### src/rtl/mag_adc_sequencer_pkg.sv
// Shared axis codes, sequencer FSM encoding and axis-mask walking helpers.
package mag_adc_sequencer_pkg;

  typedef logic [1:0] axis_t;

  localparam axis_t AX_X = 2'd0;
  localparam axis_t AX_Y = 2'd1;
  localparam axis_t AX_Z = 2'd2;

  typedef enum logic [2:0] {
    ST_IDLE,
    ST_SELECT,
    ST_SETTLE,
    ST_CONVERT,
    ST_EMIT
  } state_e;

  function automatic axis_t first_axis(input logic [2:0] mask);
    return mask[0] ? AX_X : (mask[1] ? AX_Y : AX_Z);
  endfunction

  function automatic axis_t last_axis(input logic [2:0] mask);
    return mask[2] ? AX_Z : (mask[1] ? AX_Y : AX_X);
  endfunction

  // Only meaningful when cur is not the last enabled axis of mask.
  function automatic axis_t next_axis(input logic [2:0] mask, input axis_t cur);
    if (cur == AX_X) return mask[1] ? AX_Y : AX_Z;
    return AX_Z;
  endfunction

endpackage

### src/rtl/mag_adc_sequencer_if.sv
// SAR/MUX handshake and result bus between the sequencer (master) and analog front-end / axis router (slave).
interface mag_adc_sequencer_if
  import mag_adc_sequencer_pkg::*;
#(
  parameter int ADC_BITS = 10
);
  axis_t               mux_ctrl;
  logic                sar_start;
  logic                sar_done;
  logic [ADC_BITS-1:0] sar_code;
  logic [ADC_BITS-1:0] adc_code;
  logic                adc_valid;
  axis_t               mux_sel;
  logic                frame_done;

  modport master (
    output mux_ctrl, sar_start, adc_code, adc_valid, mux_sel, frame_done,
    input  sar_done, sar_code
  );

  modport slave (
    input  mux_ctrl, sar_start, adc_code, adc_valid, mux_sel, frame_done,
    output sar_done, sar_code
  );
endinterface

### src/rtl/mag_seq_timer.sv
// Loadable saturating down-counter; zero flag reflects the registered count.
module mag_seq_timer #(
  parameter int W = 8
) (
  input  logic         clk,
  input  logic         rst_n,
  input  logic         load_i,
  input  logic [W-1:0] load_val_i,
  input  logic         dec_i,
  output logic         zero_o
);
  logic [W-1:0] cnt_q, cnt_d;

  always_comb begin
    cnt_d = cnt_q;
    if (load_i)                    cnt_d = load_val_i;
    else if (dec_i && cnt_q != '0) cnt_d = cnt_q - 1'b1;
  end

  always_ff @(posedge clk or negedge rst_n) begin
    if (!rst_n) cnt_q <= '0;
    else        cnt_q <= cnt_d;
  end

  assign zero_o = (cnt_q == '0);
endmodule

### src/rtl/mag_adc_sequencer.sv
// Per-axis MUX select, settle wait and one SAR conversion; sar_done at t gives adc_valid at t+1.
// MAG_SEQ_TIMEOUT_EN adds a conversion watchdog with a sticky timeout_err.
module mag_adc_sequencer
  import mag_adc_sequencer_pkg::*;
#(
  parameter int ADC_BITS    = 10,
  parameter int SETTLE_W    = 8,
  parameter int TIMEOUT_CYC = 64
) (
  input  logic                clk,
  input  logic                rst_n,
  input  logic                enable,
  input  logic [2:0]          axis_mask,
  input  logic [SETTLE_W-1:0] settle_cycles,
  output logic                busy,
  output logic                timeout_err,
  mag_adc_sequencer_if.master sar
);
  state_e              state_q, state_d;
  axis_t               ptr_q, ptr_d;
  logic [2:0]          mask_q, mask_d;
  logic [SETTLE_W-1:0] settle_q, settle_d;
  logic [ADC_BITS-1:0] code_q, code_d;
  logic                first_q, first_d;
  logic                skip_q, skip_d;
  logic                settle_load, settle_dec, settle_zero;
  logic                conv_enter, start_frame;
  logic                emit_vld;

  mag_seq_timer #(.W(SETTLE_W)) u_settle (
    .clk        (clk),
    .rst_n      (rst_n),
    .load_i     (settle_load),
    .load_val_i (settle_q - 1'b1),
    .dec_i      (settle_dec),
    .zero_o     (settle_zero)
  );

`ifdef MAG_SEQ_TIMEOUT_EN
  localparam int WD_W = $clog2(TIMEOUT_CYC);
  logic err_q, err_d;
  logic wd_zero;

  // Loaded on CONVERT entry so the count reaches zero TIMEOUT_CYC-1 cycles after sar_start.
  mag_seq_timer #(.W(WD_W)) u_watchdog (
    .clk        (clk),
    .rst_n      (rst_n),
    .load_i     (conv_enter),
    .load_val_i (WD_W'(TIMEOUT_CYC - 1)),
    .dec_i      (state_q == ST_CONVERT),
    .zero_o     (wd_zero)
  );
  assign timeout_err = err_q;
`else
  assign timeout_err = 1'b0;
`endif

  assign first_d = conv_enter;

  always_ff @(posedge clk or negedge rst_n) begin
    if (!rst_n) begin
      state_q  <= ST_IDLE;
      ptr_q    <= AX_X;
      mask_q   <= '0;
      settle_q <= '0;
      code_q   <= '0;
      first_q  <= 1'b0;
      skip_q   <= 1'b0;
`ifdef MAG_SEQ_TIMEOUT_EN
      err_q    <= 1'b0;
`endif
    end else begin
      state_q  <= state_d;
      ptr_q    <= ptr_d;
      mask_q   <= mask_d;
      settle_q <= settle_d;
      code_q   <= code_d;
      first_q  <= first_d;
      skip_q   <= skip_d;
`ifdef MAG_SEQ_TIMEOUT_EN
      err_q    <= err_d;
`endif
    end
  end

  always_comb begin
    state_d     = state_q;
    ptr_d       = ptr_q;
    mask_d      = mask_q;
    settle_d    = settle_q;
    code_d      = code_q;
    skip_d      = skip_q;
    settle_load = 1'b0;
    settle_dec  = 1'b0;
    conv_enter  = 1'b0;
    start_frame = 1'b0;
`ifdef MAG_SEQ_TIMEOUT_EN
    err_d       = err_q;
`endif
    unique case (state_q)
      ST_IDLE: begin
        if (enable && axis_mask != 3'b000) start_frame = 1'b1;
      end
      ST_SELECT: begin
        skip_d = 1'b0;
        if (settle_q == '0) begin
          conv_enter = 1'b1;
        end else begin
          settle_load = 1'b1;
          state_d     = ST_SETTLE;
        end
      end
      ST_SETTLE: begin
        if (settle_zero) conv_enter = 1'b1;
        else             settle_dec = 1'b1;
      end
      ST_CONVERT: begin
        // A done pulse coinciding with sar_start cannot belong to this conversion.
        if (!first_q && sar.sar_done) begin
          code_d  = sar.sar_code;
          state_d = ST_EMIT;
        end
`ifdef MAG_SEQ_TIMEOUT_EN
        else if (wd_zero) begin
          err_d   = 1'b1;
          skip_d  = 1'b1;
          state_d = ST_EMIT;
        end
`endif
      end
      ST_EMIT: begin
        if (!enable) begin
          state_d = ST_IDLE;
        end else if (ptr_q != last_axis(mask_q)) begin
          ptr_d   = next_axis(mask_q, ptr_q);
          state_d = ST_SELECT;
        end else if (axis_mask != 3'b000) begin
          start_frame = 1'b1;
        end else begin
          state_d = ST_IDLE;
        end
      end
      default: state_d = ST_IDLE;
    endcase

    if (start_frame) begin
      mask_d   = axis_mask;
      settle_d = settle_cycles;
      ptr_d    = first_axis(axis_mask);
      state_d  = ST_SELECT;
    end
    if (conv_enter) state_d = ST_CONVERT;
  end

  always_comb begin
    emit_vld       = (state_q == ST_EMIT) && !skip_q;
    busy           = (state_q != ST_IDLE);
    sar.mux_ctrl   = (state_q != ST_IDLE) ? ptr_q : AX_X;
    sar.sar_start  = (state_q == ST_CONVERT) && first_q;
    sar.adc_valid  = emit_vld;
    sar.adc_code   = emit_vld ? code_q : '0;
    sar.mux_sel    = emit_vld ? ptr_q : AX_X;
    sar.frame_done = (state_q == ST_EMIT) && (ptr_q == last_axis(mask_q));
  end
endmodule
### src/flat_wrapper.sv
// flat-port wrapper written by rule: the top's interface ports become plain ports
module mag_adc_sequencer_flat import mag_adc_sequencer_pkg::*;
#(
  parameter int ADC_BITS    = 10,
  parameter int SETTLE_W    = 8,
  parameter int TIMEOUT_CYC = 64
)
  (clk, rst_n, enable, axis_mask, settle_cycles, busy, timeout_err, sar_mux_ctrl, sar_sar_start, sar_adc_code, sar_adc_valid, sar_mux_sel, sar_frame_done, sar_sar_done, sar_sar_code);
  mag_adc_sequencer_if #(.ADC_BITS(ADC_BITS)) sar_i ();
  input  logic clk;
  input  logic rst_n;
  input  logic enable;
  input  logic [2:0] axis_mask;
  input  logic [SETTLE_W-1:0] settle_cycles;
  output logic busy;
  output logic timeout_err;
  output wire logic [$bits(sar_i.mux_ctrl)-1:0] sar_mux_ctrl;
  output wire logic [$bits(sar_i.sar_start)-1:0] sar_sar_start;
  output wire logic [$bits(sar_i.adc_code)-1:0] sar_adc_code;
  output wire logic [$bits(sar_i.adc_valid)-1:0] sar_adc_valid;
  output wire logic [$bits(sar_i.mux_sel)-1:0] sar_mux_sel;
  output wire logic [$bits(sar_i.frame_done)-1:0] sar_frame_done;
  input wire logic [$bits(sar_i.sar_done)-1:0] sar_sar_done;
  input wire logic [$bits(sar_i.sar_code)-1:0] sar_sar_code;
  assign sar_mux_ctrl = sar_i.mux_ctrl;
  assign sar_sar_start = sar_i.sar_start;
  assign sar_adc_code = sar_i.adc_code;
  assign sar_adc_valid = sar_i.adc_valid;
  assign sar_mux_sel = sar_i.mux_sel;
  assign sar_frame_done = sar_i.frame_done;
  assign sar_i.sar_done = sar_sar_done;
  assign sar_i.sar_code = sar_sar_code;
  mag_adc_sequencer #(.ADC_BITS(ADC_BITS), .SETTLE_W(SETTLE_W), .TIMEOUT_CYC(TIMEOUT_CYC)) u_core (.clk(clk), .rst_n(rst_n), .enable(enable), .axis_mask(axis_mask), .settle_cycles(settle_cycles), .busy(busy), .timeout_err(timeout_err), .sar(sar_i));
endmodule
### config.mk
export PLATFORM = sky130hd
export DESIGN_NAME = mag_adc_sequencer_flat
export DESIGN_NICKNAME = d
export VERILOG_FILES = /design/src/rtl/mag_adc_sequencer_pkg.sv /design/src/rtl/mag_adc_sequencer_if.sv /design/src/rtl/mag_seq_timer.sv /design/src/rtl/mag_adc_sequencer.sv /design/src/flat_wrapper.sv
export SDC_FILE = /design/constraint.sdc
export NUM_CORES = 1
export LEC_CHECK = 0
export CORE_UTILIZATION = 45
export CTS_CLUSTER_SIZE = 25
export DETAILED_ROUTE_END_ITERATION = 6
export HOLD_SLACK_MARGIN = 0.02
export PLACE_DENSITY = 0.76
export SLEW_MARGIN = 20
export SYNTH_ARGS = -nofsm -noshare
export SYNTH_HDL_FRONTEND = slang
export SYNTH_SLANG_ARGS = --single-unit
### constraint.sdc
create_clock -name clk -period 2.9 [get_ports clk]
set_clock_uncertainty 0.1 [all_clocks]
set_input_delay 0.435 -clock clk [delete_from_list [all_inputs] [get_ports clk]]
set_output_delay 0.435 -clock clk [all_outputs]
set_load 0.01 [all_outputs]
# Yosys cells after proc, flatten, opt, wreduce, memory -nomap -nowiden
# Index checks and enable logic that the tools add are counted.
[op_classes]
bitwise_logic = 0
add_sub_neg = 2
multipliers = 0
mux = 40
div = 0
n_reduce_logical = 21
shift = 0
n_eq_ne = 10
n_lt_le_gt_ge = 0
[op_table]
columns = ["operator", "count"]
rows = [
  ["$mux 2", 12],
  ["$mux 3", 7],
  ["$logic_not 8->1", 2],
  ["$mux 8", 2],
  ["$sub 8x1->8 const B", 2],
  ["$mux 1", 15],
  ["$pmux 3 s4", 1],
  ["$mux 10", 1],
  ["$reduce_bool 2->1", 4],
  ["$reduce_bool 8->1", 1],
  ["$eq 3x2->1 const B", 2],
  ["$ne 6x3->1 const B", 1],
  ["$reduce_bool 3->1", 2],
  ["$logic_and 1x1->1", 5],
  ["$ne 4x1->1 const B", 1],
  ["$ne 4x2->1 const B", 1],
  ["$pmux 1 s2", 2],
  ["$reduce_and 4->1", 1],
  ["$eq 3x1->1 const B", 1],
  ["$eq 3x3->1 const B", 1],
  ["$logic_not 3->1", 1],
  ["$ne 3x1->1 const B", 1],
  ["$reduce_and 3->1", 1],
  ["$eq 2x2->1", 1],
  ["5 further kinds", 5],
]
[totals]
input_bits = 25
ramBits = 0
register_bits = 35
out_inout_bits = 19
n_memories = 0
latchBits = 0
romBits = 0
elab_cells = 80

# Logic depth before layout (Yosys ltp)
# Gate-level depths: netlist of run 1.
[logic_depth]
word_depth = 11
depth_mapped = 10
mapped_depth_nobuf = 8

# By module
# A second synthesis of run 1 with hierarchy kept.
[hier_totals]
hier_cells = 181
area_unflattened_um2 = 1951.9
[modules_own_cells]
columns = ["mod", "seq_area_each_um2", "area_each_um2", "instances", "cells_per_inst"]
rows = [
  ["mag_adc_sequencer", 650.6, 1423.9, 1, 123],
  ["mag_seq_timer", 200.2, 528.0, 1, 58],
]

# Worst setup path before layout of run 1
# OpenSTA, ideal clock, no wires.
[synth_timing]
path_kind = "reg2reg"
start = "register u_core.settle_q[4]"
end = "register u_core.u_settle.cnt_q[6]"
stages_incl_launch_ff = 11
setup_time_ps = 87
period_less_slack_ps = 2708
n_path_buf = 2
slack_ps = 192
arrival_time_ps = 2521
required_ps = 2713
path_cell_list = "dfrtp_1 -> clkbuf_1 -> nor4_1 -> a21o_1 -> buf_2 -> mux2i_1 -> ha_1 -> nor3b_1 -> nand2_1 -> xor2_1 -> o211ai_1"
[synth_via]
elab_chain_len = 4
word_cells_on_any_way = 6
classes_between = "add/sub: 1; mux: 3; reduce/logical: 2"
[synth_lines]
columns = ["element", "line", "source"]
rows = [
  ["start: declaration", "mag_adc_sequencer.sv:22", "logic [SETTLE_W-1:0] settle_q, settle_d;"],
  ["start signal: assignment", "mag_adc_sequencer.sv:76", "settle_q <= settle_d;"],
  ["parallel branches: the longest is 4 deep, another holds $sub 8x1->8", "-", ""],
  ["end signal: assignment", "mag_seq_timer.sv:22", "else cnt_q <= cnt_d;"],
  ["end: declaration", "mag_seq_timer.sv:12", "logic [W-1:0] cnt_q, cnt_d;"],
]
# Parallel ways; which one is timed is not known.
# A chain may end at the register's enable or synchronous reset.

# Worst setup path in the final report of run 1
[layout_timing]
start = "register u_core.state_q[0]"
end = "register u_core.u_settle.cnt_q[6]"
[layout_via]
elab_chain_len = 4
word_cells_on_any_way = 7
classes_between = "eq/ne: 2; mux: 3; reduce/logical: 2"
[layout_lines]
columns = ["element", "line", "source"]
rows = [
  ["start: declaration", "mag_adc_sequencer.sv:19", "state_e state_q, state_d;"],
  ["start signal: assignment", "mag_adc_sequencer.sv:73", "state_q <= state_d;"],
  ["$eq 3x2->1", "mag_adc_sequencer.sv:100", "unique case (state_q)"],
  ["$mux 1", "mag_adc_sequencer.sv:100", ""],
  ["$logic_and 1x1->1", "mag_seq_timer.sv:17", "else if (dec_i && cnt_q != '0) cnt_d = cnt_q - 1'b1;"],
  ["$reduce_bool 2->1 (no source line)", "-", ""],
]
# Parallel ways exist; a longest one is shown, timed or not.

==> results.ini, run 1 <==
[run_status]
status=completed

[setup_path]
critPathSlowestCell=or3b_2
timing.rr.end=u_core.u_settle.cnt_q[6]
worstPathMaxFanout=9
endpoint=u_core.u_settle.cnt_q[6]
slowest_delay_ns=0.56
cp-end-kind=flop
reg2reg_from=u_core.state_q[0]
r2r_slack_ns=0.18
crit_required_ns=3.00
worstPathCellList=or3b_2, a21o_1, mux2i_1, ha_1, nor3b_2, nand2_1, xor2_1, o211ai_1
criticalPathCategory=reg -> reg
start_kind=flop
crit_start=u_core.state_q[0]
cp.arrival_ns=2.82
worstRegToRegCells=8

[clock_tree]
htree_levels=2
cts_made_buffers=5
cts.sinks=34
root_buffer=clkbuf_8
worstSkewPairLatency_ns=0.29
path_clk_slew_ns=0.07
clockBufferDepth=2
holdBufCountCts=0
cts_tree=built

[timing]
final.setup.tns_ns=0
fin_crit_ns=2.72
rsz0062_at_grt=false
max_clock_freq_mhz=368
hold_viol=0
finalCritPeriodShare=0.937
worst_pin_slew_ns=0.624
slew_violations=0
setup_viol=0
slew_headroom=0.580
hold_slack_ns=0.403

[grt]
grt_max_degree=35
first_global_vias=1407
grt_pass1_wl_um=6770
antenna_found_initial=0
grt_util_all_layers=0.205
overflow=0

[detailed_routing]
wire_per_inst_um=14.8
drtIter0Drc=80
antenna_left=0
vias=1590
dr.pass1.iters=4
vias_per_cell=5.74
routed_wl_um=4090
drc=0

[synthesis]
synth.area.top_cells=dfrtp_1, mux2_2, and3_1
synth_cell_types=50
yosysTopAreaCell=dfrtp_1
synth-seq-area-share=0.452
syn_nets=205
async_flop_share=1.00
synthCells=179
ys_warn_count=0
synth_edf_count=0
synth_top_area_frac=0.452
avgSynthCellArea_um2=10.5
synth_flop_cell=dfrtp_1
syn_area_um2=1880
ys_seq_elements=34

[cells_and_area]
area_growth_pct=34.5
ff_latch_area_um2=851
final_common_cell=clkdlybuf4s50_1
n_antenna_cell=0
layout.nets=252
fill_cells=339
layout_common_cells=clkdlybuf4s50_1, dfrtp_1, mux2_2, and3_1, nor2_1
layout-drive-gt1-share=0.203
multi_input_comb_area_um2=981

[floorplanning]
num_rows=23
dieArea_um2=4440
design.core.area_um2=4000
die_w_um=66.6
io_pins=44
die_h_um=66.6
start_util=0.470

[place]
port_buffers=42
place_congestion=0.913
hpwl_um=2820

[run]
drv_cap=0

[pwr]
powerDensity_nw_per_um2=1010
total_power_mw=2.55
leakage_nw=1.06
ir_worst_vdd_mv=0.565

[hold_path]
hp-class=reg -> reg

==> report_power, final <==
| part | internal, mW | leakage (nW) | switching [mW] | total (mW) |
|---|---|---|---|---|
| clock network | 0.367 | 0.0714 | 0.174 | 0.541 |
| logic | 0.555 | 0.580 | 0.480 | 1.04 |
| registers | 0.708 | 0.411 | 0.269 | 0.977 |
==> final cells by class <==
class | instances | area share
well taps | 50 | 0.0247
flip-flops and latches | 34 | 0.336
inverters | 5 | 0.00742
clock buffers | 6 | 0.0327
clock inverters | 2 | 0.0238
multi-input cells | 131 | 0.388
repair buffers | 49 | 0.187
==> sequential cells by signal, indices dropped and copies added (netlist names) <==
name                   count
u_core.ptr_q               2
u_core.settle_q            8
u_core.u_settle.cnt_q      8
u_core.first_q             1
u_core.code_q             10
u_core.state_q             3
u_core.mask_q              2
==> critical path: cells and delay by family (launching register included) <==
kind / cells / cell delay, ns
AND/OR/NAND/NOR: 3 / 0.97
flip-flops: 1 / 0.47
AO/OA/AOI/OAI: 2 / 0.44
adder cells (fa/ha/maj): 1 / 0.29
multiplexers: 1 / 0.21
XOR/XNOR: 1 / 0.15
==> synth_stat cells, types with 2 or more instances <==
cell type and instances:
nor3_1 7, or4_1 2, o211ai_1 4, nor2b_1 2, a21o_1 2, o22ai_1 2
mux2i_1 3, xnor2_1 2, nor4_1 6, buf_2 3, and3_1 12, nand2_1 7
nand2b_1 2, dfrtp_1 34, nor2_1 10, o21ai_0 3, inv_1 5, clkbuf_1 5
nor3b_1 4, nand4b_1 2, and2_1 5, a22oi_1 2, o21a_1 2, mux2_2 20
xor2_1 2, o221ai_1 2, a21oi_1 6
==> through the flow <==
step | utilization | worst slack (ns) | area (µm²) | cells
2_1_floorplan | - | 0.192 | 1880 | 179
3_3_place_gp | 0.594 | 0.297 | 2370 | 269
3_5_place_dp | 0.594 | 0.210 | 2370 | 269
4_1_cts | 0.629 | 0.121 | 2520 | 277
5_1_grt | 0.632 | 0.0679 | 2530 | 277
6_report | 0.632 | 0.182 | 2530 | 277
==> how the worst min path moves through the flow <==
stage / from / endpoint / slack (ns) / cells after the start
floorplan: rst_n / u_core.code_q[0] / 0.04 / 0
global placement: u_core.code_q[7] / u_core.code_q[7] / 0.38 / 1
detailed placement: u_core.code_q[6] / u_core.code_q[6] / 0.39 / 1
CTS: u_core.code_q[6] / u_core.code_q[6] / 0.41 / 1
global route: u_core.code_q[3] / u_core.code_q[3] / 0.43 / 1
finish: u_core.code_q[7] / u_core.code_q[7] / 0.40 / 1
==> timing repair <==
item / 4_1_cts / 5_1_grt
endpoints found under the hold margin: 0 / 0
endpoints found under the setup margin: 0 / 1
setup buffers: 0 / 0
gates resized for setup: 0 / 2
==> cells by family after synthesis <==
logic type	Yosys count	share of synthesized area
buffers and inverters	14	0.0319
multiplexers	23	0.136
AND/OR/NAND/NOR	69	0.220
flip-flops	34	0.452
XOR/XNOR	4	0.0186
other	1	0.00199
AO/OA/AOI/OAI	33	0.133
adder cells (fa/ha/maj)	1	0.00665
==> metal layers <==
layer	wire length [µm]	vias to the layer above	track usage
met2	2000	74	0.306
met3	270	8	0.0360
met5	0	-	0
met4	40	0	0.0771
li1	-	753	-
met1	1780	755	0.293
No activity file was read; power rests on OpenSTA's default activity.
==> run 2: changes to the inputs <==
Settings changed: PLACE_DENSITY 0.76 to unset, PLACE_DENSITY_LB_ADDON set to 0.12, REMOVE_ABC_BUFFERS set to 1.
==> run 2 against run 1 <==
Effect of this change: via count decreased by 1.0%; core utilization decreased by 1.4 points; clock power shrank 42%.
==> results.ini, run 2 (synthesis results as in run 1) <==
[run_status]
status=completed

[setup_path]
worstPathCellList=buf_4, nor2_1, buf_4, and3_1, clkdlybuf4s50_1
worstPathMaxFanout=10  ; +1
slowest_delay_ns=0.54  ; -0.02 ns
cp-end-kind=output pin
crit_buf_inv=3  ; +3
critPathSlowestCell=clkdlybuf4s50_1
cp.arrival_ns=2.07  ; -0.75 ns
cp_top_family=buffers and inverters
r2r_slack_ns=0.35  ; +0.17 ns
worstRegToRegCells=7  ; -1
timing.rr.end=u_core.u_settle.cnt_q[6]
reg2reg_from=u_core.state_q[2]
criticalPathCategory=reg -> out
start_kind=flop
crit_required_ns=2.37  ; -0.63 ns
cp_common_cell=buf_4

[detailed_routing]
drc=0  ; unchanged
vias=1574  ; -1.0%
drtIter0Drc=53  ; -34%
dr.pass1.iters=4  ; unchanged
vias_per_cell=5.68  ; -1.0%
wire_per_inst_um=14.8  ; +0.54%
antenna_left=0  ; unchanged
routed_wl_um=4110  ; +0.54%

[cells_and_area]
largest_reg_flops=10  ; unchanged
layout_common_cells=clkdlybuf4s50_1, dfrtp_1, mux2_2, and3_1, nor2_1
top_regs=u_core.code_q (10), u_core.settle_q (8), u_core.u_settle.cnt_q (8)
final_common_cell=clkdlybuf4s50_1
layout-drive-gt1-share=0.198  ; -0.00441
n_antenna_cell=0  ; unchanged
top_register=u_core.code_q
stdcell_area_um2=2470  ; -2.3%
area_growth_pct=31.4
layout.nets=253  ; +0.40%

[clock_tree]
cts_made_buffers=5  ; unchanged
clockBufferDepth=2  ; unchanged
htree_levels=2  ; unchanged
worstSkewPairLatency_ns=0.28  ; about the same
holdBufCountCts=0  ; unchanged
cts_tree=built
cts.sinks=34  ; unchanged
path_clk_slew_ns=0.06  ; about the same
root_buffer=clkbuf_8

[hold_path]
min-delay-start=u_core.code_q[4]
holdPathStages=1  ; unchanged
holdPathEnd=u_core.code_q[4]
hp-class=reg -> reg

[timing]
finalCritPeriodShare=0.897  ; -0.0404
final.setup.tns_ns=0  ; unchanged
fin_crit_ns=2.60  ; -0.117 ns
max_clock_freq_mhz=384  ; +4.5%
worst_pin_slew_ns=0.635  ; +0.0114 ns
slew_headroom=0.572  ; -0.00765
slew_violations=0  ; unchanged
setup_viol=0  ; unchanged
layout_setup_ws_ns=0.299  ; +0.117 ns
hold_viol=0  ; unchanged
rsz0062_at_grt=false

[pwr]
pwr-share-clk=0.133  ; -0.079
internal-power_mw=1.45  ; -11%
p_switching_mw=0.907  ; -1.7%
leakage_nw=1.03  ; -2.6%
sw_frac_of_total=0.385  ; +0.0238
sequentialPowerShare=0.407  ; +0.024
total_power_mw=2.35  ; -7.8%
ir_worst_vdd_mv=0.553  ; -2.1%
powerDensity_nw_per_um2=952  ; -5.7%
pwr-share-comb=0.460  ; +0.054

[run]
drv_cap=0  ; unchanged

[grt]
grt_pass1_wl_um=6920  ; +2.2%
grt_max_degree=35  ; unchanged
first_global_vias=1478  ; +5.0%
grt_util_all_layers=0.213  ; +0.00793
antenna_found_initial=0  ; unchanged
overflow=0  ; unchanged

[place]
place_congestion=0.788  ; -14%
port_buffers=42  ; unchanged
hpwl_um=3110  ; +10%
post_dp_cell_area_um2=2380  ; +0.32%
dp_slack_ns=0.144  ; -0.0663 ns

[floorplanning]
die_w_um=66.6  ; unchanged
io_pins=44  ; unchanged
die_h_um=66.6  ; unchanged
num_rows=23  ; unchanged
design.core.area_um2=4000  ; unchanged
dieArea_um2=4440  ; unchanged
start_util=0.470  ; unchanged

run 2: area by class of cell:
type	count	area [µm²]
multi-input cells	131	982
clock buffers	7	76.3
repair buffers	50	480
inverters	5	18.8
flip-flops and latches	34	851
well taps	50	62.6
fillers	327	1530
run 2: worst register-to-register path: stages (launching register included):
cell and delay, ns:
dfrtp_1 0.37, or3b_2 0.55, a21o_2 0.32, mux2i_1 0.18, ha_1 0.27, o211ai_1 0.15, or4_1 0.42, o211ai_1 0.10
run 2: metrics by stage:
step | utilization | hold WS, ns | std cells
detailed placement | 0.596 | 0.391 | 270
global route | 0.618 | 0.431 | 277
floorplan | - | 0.0394 | 170
CTS | 0.615 | 0.404 | 277
finish | 0.618 | 0.399 | 277
global placement | 0.596 | 0.382 | 270
run 2: metal layers:
layer | track usage | part of all wire
met1 | 0.285 | 0.45
met2 | 0.312 | 0.47
met3 | 0.0616 | 0.062
met4 | 0.101 | 0.018
met5 | 0 | 0
run 2: worst max path at each step:
stage,start,end,cells after the start
after floorplan,u_core.settle_q[2],u_core.u_settle.cnt_q[6],8
after global placement,u_core.settle_q[2],u_core.u_settle.cnt_q[6],8
after detailed placement,u_core.settle_q[4],u_core.u_settle.cnt_q[6],8
after CTS,u_core.settle_q[4],u_core.u_settle.cnt_q[6],8
after global routing,u_core.settle_q[2],u_core.u_settle.cnt_q[6],7
final,u_core.state_q[0],sar_adc_code[5],5
run 2: power by group through the flow:
stage	clock network (mW)	registers [mW]	logic [mW]
2_1_floorplan	0	0.903	0.727
3_3_place_gp	0	0.941	1.06
3_5_place_dp	0	0.952	1.08
4_1_cts	0.325	0.946	1.08
5_1_grt	0.348	0.998	1.20
6_report	0.314	0.958	1.08
run 2: timing repair:
item | in CTS | in global routing
setup buffers | 0 | 0
resized for setup | 0 | 3
endpoints found under the setup margin | 0 | 2
==> run 3: changes to the inputs <==
Settings changed: ABC_CLOCK_PERIOD_IN_PS set to 2900, SKIP_CTS_REPAIR_TIMING set to 1.
==> results of run 3 <==
No change in the layout: final DEF, timing and power equal those of run 2.
